===== src/rtl/control_unit_pipeline.sv =====
// Control-word pipeline (D->E->M->W) with ARM condition evaluation in E against the NZCV register.
// Define CU_PERF_CNT_EN to add the saturating cond_fail_cnt output and its CNT_W parameter.
module control_unit_pipeline #(
  parameter logic FLUSH_VAL = 1'b0
`ifdef CU_PERF_CNT_EN
  ,
  parameter int   CNT_W     = 16
`endif
) (
  input  logic             clk,
  input  logic             rst,
  input  logic             PCSD,
  input  logic             BranchD,
  input  logic             RegWD,
  input  logic             MemWD,
  input  logic             MemtoRegD,
  input  logic             ALUSrcD,
  input  logic [2:0]       ALUControlD,
  input  logic [1:0]       FlagWD,
  input  logic [3:0]       CondD,
  input  logic [3:0]       ALUFlagsE,
  input  logic             FlushE,
  output logic [2:0]       ALUControlE,
  output logic             ALUSrcE,
  output logic             BranchTakenE,
  output logic             MemtoRegE,
  output logic             RegWriteM,
  output logic             MemWriteM,
  output logic             MemtoRegW,
  output logic             RegWriteW,
  output logic             PCSrcW,
`ifdef CU_PERF_CNT_EN
  output logic [CNT_W-1:0] cond_fail_cnt,
`endif
  output logic [3:0]       FlagsQ
);

  logic       pcs_e, branch_e, regw_e, memw_e, memtoreg_e, alusrc_e;
  logic [1:0] flagw_e;
  logic [2:0] alu_control_e;
  logic [3:0] cond_e;
  logic       cond_ex_e;
  logic       regw_gated_e, memw_gated_e, pcs_gated_e;
  logic       regw_m, memw_m, memtoreg_m, pcs_m;
  logic       regw_w, memtoreg_w, pcs_w;
  logic [3:0] flags;
  logic       n_flag, z_flag, c_flag, v_flag;

  // A flush clears only the bits that can cause side effects; datapath selects pass through.
  always_ff @(posedge clk) begin
    if (rst) begin
      pcs_e         <= 1'b0;
      branch_e      <= 1'b0;
      regw_e        <= 1'b0;
      memw_e        <= 1'b0;
      memtoreg_e    <= 1'b0;
      alusrc_e      <= 1'b0;
      flagw_e       <= 2'b00;
      alu_control_e <= 3'b000;
      cond_e        <= 4'b0000;
    end else begin
      alu_control_e <= ALUControlD;
      alusrc_e      <= ALUSrcD;
      cond_e        <= CondD;
      pcs_e         <= FlushE ? FLUSH_VAL : PCSD;
      branch_e      <= FlushE ? FLUSH_VAL : BranchD;
      regw_e        <= FlushE ? FLUSH_VAL : RegWD;
      memw_e        <= FlushE ? FLUSH_VAL : MemWD;
      memtoreg_e    <= FlushE ? FLUSH_VAL : MemtoRegD;
      flagw_e       <= FlushE ? {2{FLUSH_VAL}} : FlagWD;
    end
  end

  assign {n_flag, z_flag, c_flag, v_flag} = flags;

  always_comb begin
    cond_ex_e = 1'b0;
    case (cond_e)
      4'b0000: cond_ex_e = z_flag;
      4'b0001: cond_ex_e = !z_flag;
      4'b0010: cond_ex_e = c_flag;
      4'b0011: cond_ex_e = !c_flag;
      4'b0100: cond_ex_e = n_flag;
      4'b0101: cond_ex_e = !n_flag;
      4'b0110: cond_ex_e = v_flag;
      4'b0111: cond_ex_e = !v_flag;
      4'b1000: cond_ex_e = c_flag && !z_flag;
      4'b1001: cond_ex_e = !c_flag || z_flag;
      4'b1010: cond_ex_e = (n_flag == v_flag);
      4'b1011: cond_ex_e = (n_flag != v_flag);
      4'b1100: cond_ex_e = !z_flag && (n_flag == v_flag);
      4'b1101: cond_ex_e = z_flag || (n_flag != v_flag);
      4'b1110: cond_ex_e = 1'b1;
      default: cond_ex_e = 1'b0;
    endcase
  end

  assign regw_gated_e = regw_e & cond_ex_e;
  assign memw_gated_e = memw_e & cond_ex_e;
  assign pcs_gated_e  = pcs_e & cond_ex_e;

  // Flags are written at the end of E so the very next instruction already sees them.
  always_ff @(posedge clk) begin
    if (rst) begin
      flags <= 4'b0000;
    end else begin
      if (flagw_e[1] && cond_ex_e) flags[3:2] <= ALUFlagsE[3:2];
      if (flagw_e[0] && cond_ex_e) flags[1:0] <= ALUFlagsE[1:0];
    end
  end

  always_ff @(posedge clk) begin
    if (rst) begin
      regw_m     <= 1'b0;
      memw_m     <= 1'b0;
      memtoreg_m <= 1'b0;
      pcs_m      <= 1'b0;
      regw_w     <= 1'b0;
      memtoreg_w <= 1'b0;
      pcs_w      <= 1'b0;
    end else begin
      regw_m     <= regw_gated_e;
      memw_m     <= memw_gated_e;
      memtoreg_m <= memtoreg_e;
      pcs_m      <= pcs_gated_e;
      regw_w     <= regw_m;
      memtoreg_w <= memtoreg_m;
      pcs_w      <= pcs_m;
    end
  end

`ifdef CU_PERF_CNT_EN
  logic valid_e;

  // Bubbles from flush or reset are tracked so they are not counted as failed conditions.
  always_ff @(posedge clk) begin
    if (rst) begin
      valid_e       <= 1'b0;
      cond_fail_cnt <= '0;
    end else begin
      valid_e <= !FlushE;
      if (valid_e && !cond_ex_e && (cond_fail_cnt != '1))
        cond_fail_cnt <= cond_fail_cnt + {{(CNT_W-1){1'b0}}, 1'b1};
    end
  end
`endif

  assign ALUControlE  = alu_control_e;
  assign ALUSrcE      = alusrc_e;
  assign BranchTakenE = branch_e & cond_ex_e;
  assign MemtoRegE    = memtoreg_e;
  assign RegWriteM    = regw_m;
  assign MemWriteM    = memw_m;
  assign MemtoRegW    = memtoreg_w;
  assign RegWriteW    = regw_w;
  assign PCSrcW       = pcs_w;
  assign FlagsQ       = flags;

endmodule

===== config.mk =====
export PLATFORM = sky130hd
export DESIGN_NAME = control_unit_pipeline
export DESIGN_NICKNAME = d
export VERILOG_FILES = /design/src/rtl/control_unit_pipeline.sv
export SDC_FILE = /design/constraint.sdc
export NUM_CORES = 1
export LEC_CHECK = 0
export CAP_MARGIN = 40
export CORE_MARGIN = 2
export CORE_UTILIZATION = 46
export CTS_CLUSTER_DIAMETER = 120
export CTS_CLUSTER_SIZE = 12
export DETAILED_ROUTE_END_ITERATION = 10
export PLACE_DENSITY = 0.8
export SLEW_MARGIN = 40
export SYNTH_ARGS = -nofsm -noshare
export SYNTH_HDL_FRONTEND = slang
export SYNTH_SLANG_ARGS = --single-unit

===== constraint.sdc =====
create_clock -name clk -period 4 [get_ports clk]
set_input_delay 1.2 -clock clk [delete_from_list [all_inputs] [get_ports clk]]
set_output_delay 1.2 -clock clk [all_outputs]
set_load 0.01 [all_outputs]

==> impl_metrics.ini, run 1 <==
[run_status]
outcome = finished, final reports clean

[global_routing]
overflow = 0
grt_max_degree = 25
grt_antenna_before_repair = 0
grt_pass1_wl_um = 3050
grt_pass1_vias = 717
grt_usage = 0.154

[critical_path]
crit_required_ns = 2.80
crit_slowest_cell = clkdlybuf4s50_1
crit_top_cell = nor2b_1
arrival_ns = 2.47
cp_num_buf_inv = 1
crit_path_max_fanout = 9
path_cells = nor2b_1 -> a21oi_1 -> o311ai_1 -> a32oi_2 -> and2_4 -> nor2b_1 -> clkdlybuf4s50_1
cpLargestDelayFamily = simple AND/OR/NAND/NOR gates
end_kind = output pin
crit_path_start_kind = register
criticalPathCategory = reg -> out
max_stage_delay_ns = 0.54

[detailed_routing]
dr.pass1.iters = 4
viasPerCell = 4.78
wl_per_cell_um = 11.8
antenna_left = 0
wl_um = 1900
drc = 0
drt_iter0_markers = 8
vias = 769

[clock_network]
cts_setup_buffers = 0
ctsHtreeMaxLevel = 1
cts_max_path_buffers = 2
clkSlewWorstSetupHoldPaths_ns = 0.14
cts.sinks = 26
cts_tree = built
ctsHoldBuffers = 0
cts_buffers = 3
root_buffer = clkbuf_4
clk_latency_ns = 0.32
post_cts_resized = 0

[floorplan]
dieWidth_um = 51.2
die_height_um = 51.2
fp.dieArea_um2 = 2620
pin_count = 37
start_util = 0.473
coreArea_um2 = 2170
rows = 17

[yosys]
yosys.area_share.xor_xnor = 0.0171
ys_ff_latch = 26
synth_top_cell_area_share = 0.507
synth_top_family_by_area = simple AND/OR/NAND/NOR gates
syn_nets = 119
synth_area_leaders = dfxtp_1 51%, nor2b_1 9.8%, mux2i_1 6.8%
synth-simple-area-share = 0.290
synth_edf_count = 0
async_flop_share = 0
ys.flop_type = dfxtp_1
seq_area_frac_synth = 0.507
synth-compound-area-share = 0.0902
synth_largest_area_cell = dfxtp_1
yosys_warnings = 0
synthMuxAreaShare = 0.0683
syn-instance-count = 97
avgSynthCellArea_um2 = 10.6
synth_area_um2 = 1030
synth_fa_ha_area_frac = 0
synthDistinctLibCells = 27

[job]
max_cap_violations = 0

[timing]
hold_viol = 0
relSlewSlack = 0.492
fmax_mhz = 272
tns_ns = 0
fin_crit_ns = 3.67
grt_setup_unrepaired = false
drv_slew = 0
fin_ws_ns = 0.325
finalCritPeriodShare = 0.919
skew_ns = 0.00858
worst_pin_slew_ns = 0.760
setup_violations = 0

[final_layout]
drive_gt1_frac = 0.0902
fin_util = 0.664
antenna_cells = 0
fill_cells = 184
nets = 156
area_growth_pct = 40.5

[power_and_ir_drop]
p_clk_frac = 0.281
p_leak_nw = 0.513
p_switching_mw = 0.102
power_density_nw_per_um2 = 322
ir_drop_mv = 0.265
pwr-share-comb = 0.127
swShare = 0.220
internal_power_mw = 0.362
seqPwrFrac = 0.592

[placement]
io_buffers = 36
place.gp.congestion = 0.831
pre_cts_ws_ns = 0.705

[hold_path]
hold_class = reg -> reg
-- worst register-to-register path: stages (launching register included) --
cell and delay, ns:
dfxtp_1 0.50, nor2b_1 0.24, a21oi_1 0.12, o311ai_1 0.30, a32oi_2 0.13, a21boi_2 0.25, mux2i_1 0.20
-- path summary, 6_finish.rpt --
kind | from | to | slack (ns) | depth (start not counted)
worst min-delay path | pcs_m | PCSrcW | 0.46 | 1
worst max register to register | cond_e[3] | FlagsQ[0] | 2.20 | 6
worst min register to register | pcs_m | PCSrcW | 0.46 | 1
worst max-delay path | cond_e[3] | BranchTakenE | 0.33 | 7
-- registers in the layout (all words and copies together), names as in the netlist, 2 cells and up --
signal,flops
cond_e,4
FlagsQ,4
ALUControlE,3
flagw_e,2
-- layout make-up --
class | instances | area, µm² | area share
Inverter | 3 | 11.3 | 0.00781
Timing Repair Buffer | 36 | 360 | 0.250
Multi-Input combinational cell | 64 | 478 | 0.332
Sequential cell | 26 | 520 | 0.361
Tap cell | 28 | 35.0 | 0.0243
Clock buffer | 4 | 36.3 | 0.0252
-- logic make-up after synthesis --
logic type | count (synthesis)
multiplexers | 7
flip-flops | 26
AO/OA/AOI/OAI | 10
buffers and inverters | 7
AND/OR/NAND/NOR | 45
XOR/XNOR | 2
-- power groups by stage --
stage / clock network [mW] / logic (mW) / registers (mW)
2_1_floorplan: 0 / 0.0276 / 0.279
3_3_place_gp: 0 / 0.0574 / 0.280
3_5_place_dp: 0 / 0.0590 / 0.280
4_1_cts: 0.132 / 0.0592 / 0.274
5_1_grt: 0.145 / 0.0637 / 0.276
6_report: 0.130 / 0.0587 / 0.275
-- per-stage QoR --
step | power, mW | instances | instance area (µm²) | hold WS (ns)
6_report | 0.464 | 161 | 1440 | 0.462
5_1_grt | 0.484 | 161 | 1440 | 0.475
4_1_cts | 0.466 | 161 | 1440 | 0.462
3_5_place_dp | 0.339 | 157 | 1410 | 0.434
3_3_place_gp | 0.337 | 157 | 1410 | 0.419
2_1_floorplan | 0.307 | 97 | 1030 | 0.414
-- layer usage --
layer	up-vias	global-route usage	routed length [µm]
li1	391	-	-
met1	354	0.196	812
met2	20	0.249	990
met3	4	0.0175	71
met4	0	0.0965	28
met5	-	0	0
-- cell usage in the layout (no fill, tap or decap), types with 3 or more instances in the layout --
master,synthesis,final
dfxtp_1,26,26
and2_1,7,7
nor2_1,3,3
mux2i_1,7,7
nor3b_2,3,3
nor2b_1,16,16
clkdlybuf4s50_1,0,36
nand2b_1,7,7
inv_1,3,3
clkbuf_4,0,3
-- synthesized netlist by cell type, drive strengths merged (2+ instances only) --
| cell type | number |
|---|---|
| a21boi | 2 |
| nand2 | 2 |
| xnor2 | 2 |
| or2b | 2 |
| nor3b | 3 |
| buf | 2 |
| inv | 3 |
| dfxtp | 26 |
| clkbuf | 2 |
| nand2b | 7 |
| and2 | 8 |
| nor2b | 16 |
| a21oi | 2 |
| nor2 | 3 |
| mux2i | 7 |
Power figures use the tool's default switching activity.
==> inputs of run 2 (changes only) <==
Settings changed: TNS_END_PERCENT from default to 1.
==> results of run 2 <==
No change in the layout: final DEF, timing and power equal those of run 1.
==> inputs of run 3 (changes only) <==
Settings changed: RECOVER_POWER from default to 100, SKIP_LAST_GASP from default to 1.
==> impl_metrics.ini, run 3 (same netlist as run 1, synthesis figures left out) <==
[run_status]
outcome = finished, final reports clean

[detailed_routing]
top_layer = met4
wl_met3_um = 74
antenna_left = 0
wl_per_cell_um = 11.7
viasPerCell = 4.83
dr.pass1.iters = 4
wl_um = 1880
met1_length_um = 803
met2_length_um = 973
drt_iter0_markers = 7
vias = 778
drc = 0

[clock_network]
cts.sinks = 26
cts_tree = built
root_buffer = clkbuf_4
clkSlewWorstSetupHoldPaths_ns = 0.13
cts_setup_buffers = 0
post_cts_resized = 0
cts_max_path_buffers = 2
ctsHoldBuffers = 0
cts_buffers = 3
clk_latency_ns = 0.31
ctsHtreeMaxLevel = 1

[final_layout]
fill_cells = 186
drive_gt1_frac = 0.0677
area_growth_pct = 39.0
antenna_cells = 0
nets = 156
final_common_cell = dfxtp_1
final_cells = 161
layout_common_cells = 26 x dfxtp_1, 21 x clkdlybuf4s50_1, 16 x nor2b_1, 15 x dlygate4sd3_1
fin_util = 0.657

[hold_path]
hold_start = pcs_m
hold_depth = 1
hold_class = reg -> reg

[critical_path]
critPathLaunch = cond_e[3]
worstReg2RegStart = cond_e[3]
arrival_ns = 2.45
criticalPathCategory = reg -> out
crit_required_ns = 2.80
ff2ff_path_depth = 6
end_kind = output pin
crit_path_start_kind = register
crit_path_max_fanout = 9

[floorplan]
pin_count = 37
rows = 17
fp.dieArea_um2 = 2620
start_util = 0.473
dieWidth_um = 51.2
die_height_um = 51.2
coreArea_um2 = 2170

[placement]
place_inst = 157
place.gp.congestion = 0.831
io_buffers = 36

[timing]
worst_pin_slew_ns = 0.712
hold_viol = 0
fmax_mhz = 274
fin_crit_ns = 3.65
tns_ns = 0
relSlewSlack = 0.524
drv_slew = 0
setup_violations = 0
skew_ns = 0.00493
finalCritPeriodShare = 0.913
grt_setup_unrepaired = false

[global_routing]
grt_pass1_vias = 717
grt_antenna_before_repair = 0
overflow = 0
grt_pass1_wl_um = 3050
grt_usage = 0.154
grt_max_degree = 25

[power_and_ir_drop]
p_leak_nw = 0.550
ir_drop_mv = 0.258
power_density_nw_per_um2 = 321

[job]
max_cap_violations = 0
run 3: cell count changes in the layout (fill, tap and decap cells not counted):
cell / delta
and2_0: +3
nor3b_1: +3
dlygate4sd3_1: +15
and2_1: -3
nor3b_2: -3
clkdlybuf4s50_1: -15
run 3: worst max-delay path, cell delays in order (launching register included):
cell and delay, ns:
dfxtp_1 0.50, nor2b_1 0.23, a21oi_1 0.11, o311ai_1 0.30, a32oi_2 0.14, and2_4 0.21
nor2b_1 0.11, clkdlybuf4s50_1 0.54
run 3: stage by stage:
stage          power (mW)  area, µm²  hold slack [ns]  setup WS [ns]
6_report            0.458       1430            0.460          0.347
5_1_grt             0.481       1430            0.475          0.179
4_1_cts             0.466       1440            0.462          0.318
3_5_place_dp        0.339       1410            0.434          0.705
3_3_place_gp        0.337       1410            0.419          0.781
2_1_floorplan       0.307       1030            0.414           1.32
run 3: area by class of cell:
class | instances | area, µm² | share of cell area
Multi-Input combinational cell | 64 | 463 | 0.325
Inverter | 3 | 11.3 | 0.00789
Sequential cell | 26 | 520 | 0.365
Tap cell | 28 | 35.0 | 0.0246
Clock buffer | 4 | 36.3 | 0.0254
Timing Repair Buffer | 36 | 360 | 0.253
run 3: final timing paths:
kind	slack (ns)	to
setup / recovery	0.35	BranchTakenE
hold / removal	0.46	PCSrcW
setup reg to reg	2.21	FlagsQ[0]
hold reg to reg	0.46	PCSrcW
run 3: routing by layer:
metal,vias to the layer above,GRT usage
li1,392,-
met1,362,0.196
met2,20,0.249
met3,4,0.0175
met4,0,0.0965
met5,-,0
run 3: power by group:
part           total, mW  internal, mW  switching (mW)
clock network      0.128        0.0556          0.0725
logic             0.0558        0.0365          0.0193
registers          0.274         0.268         0.00656
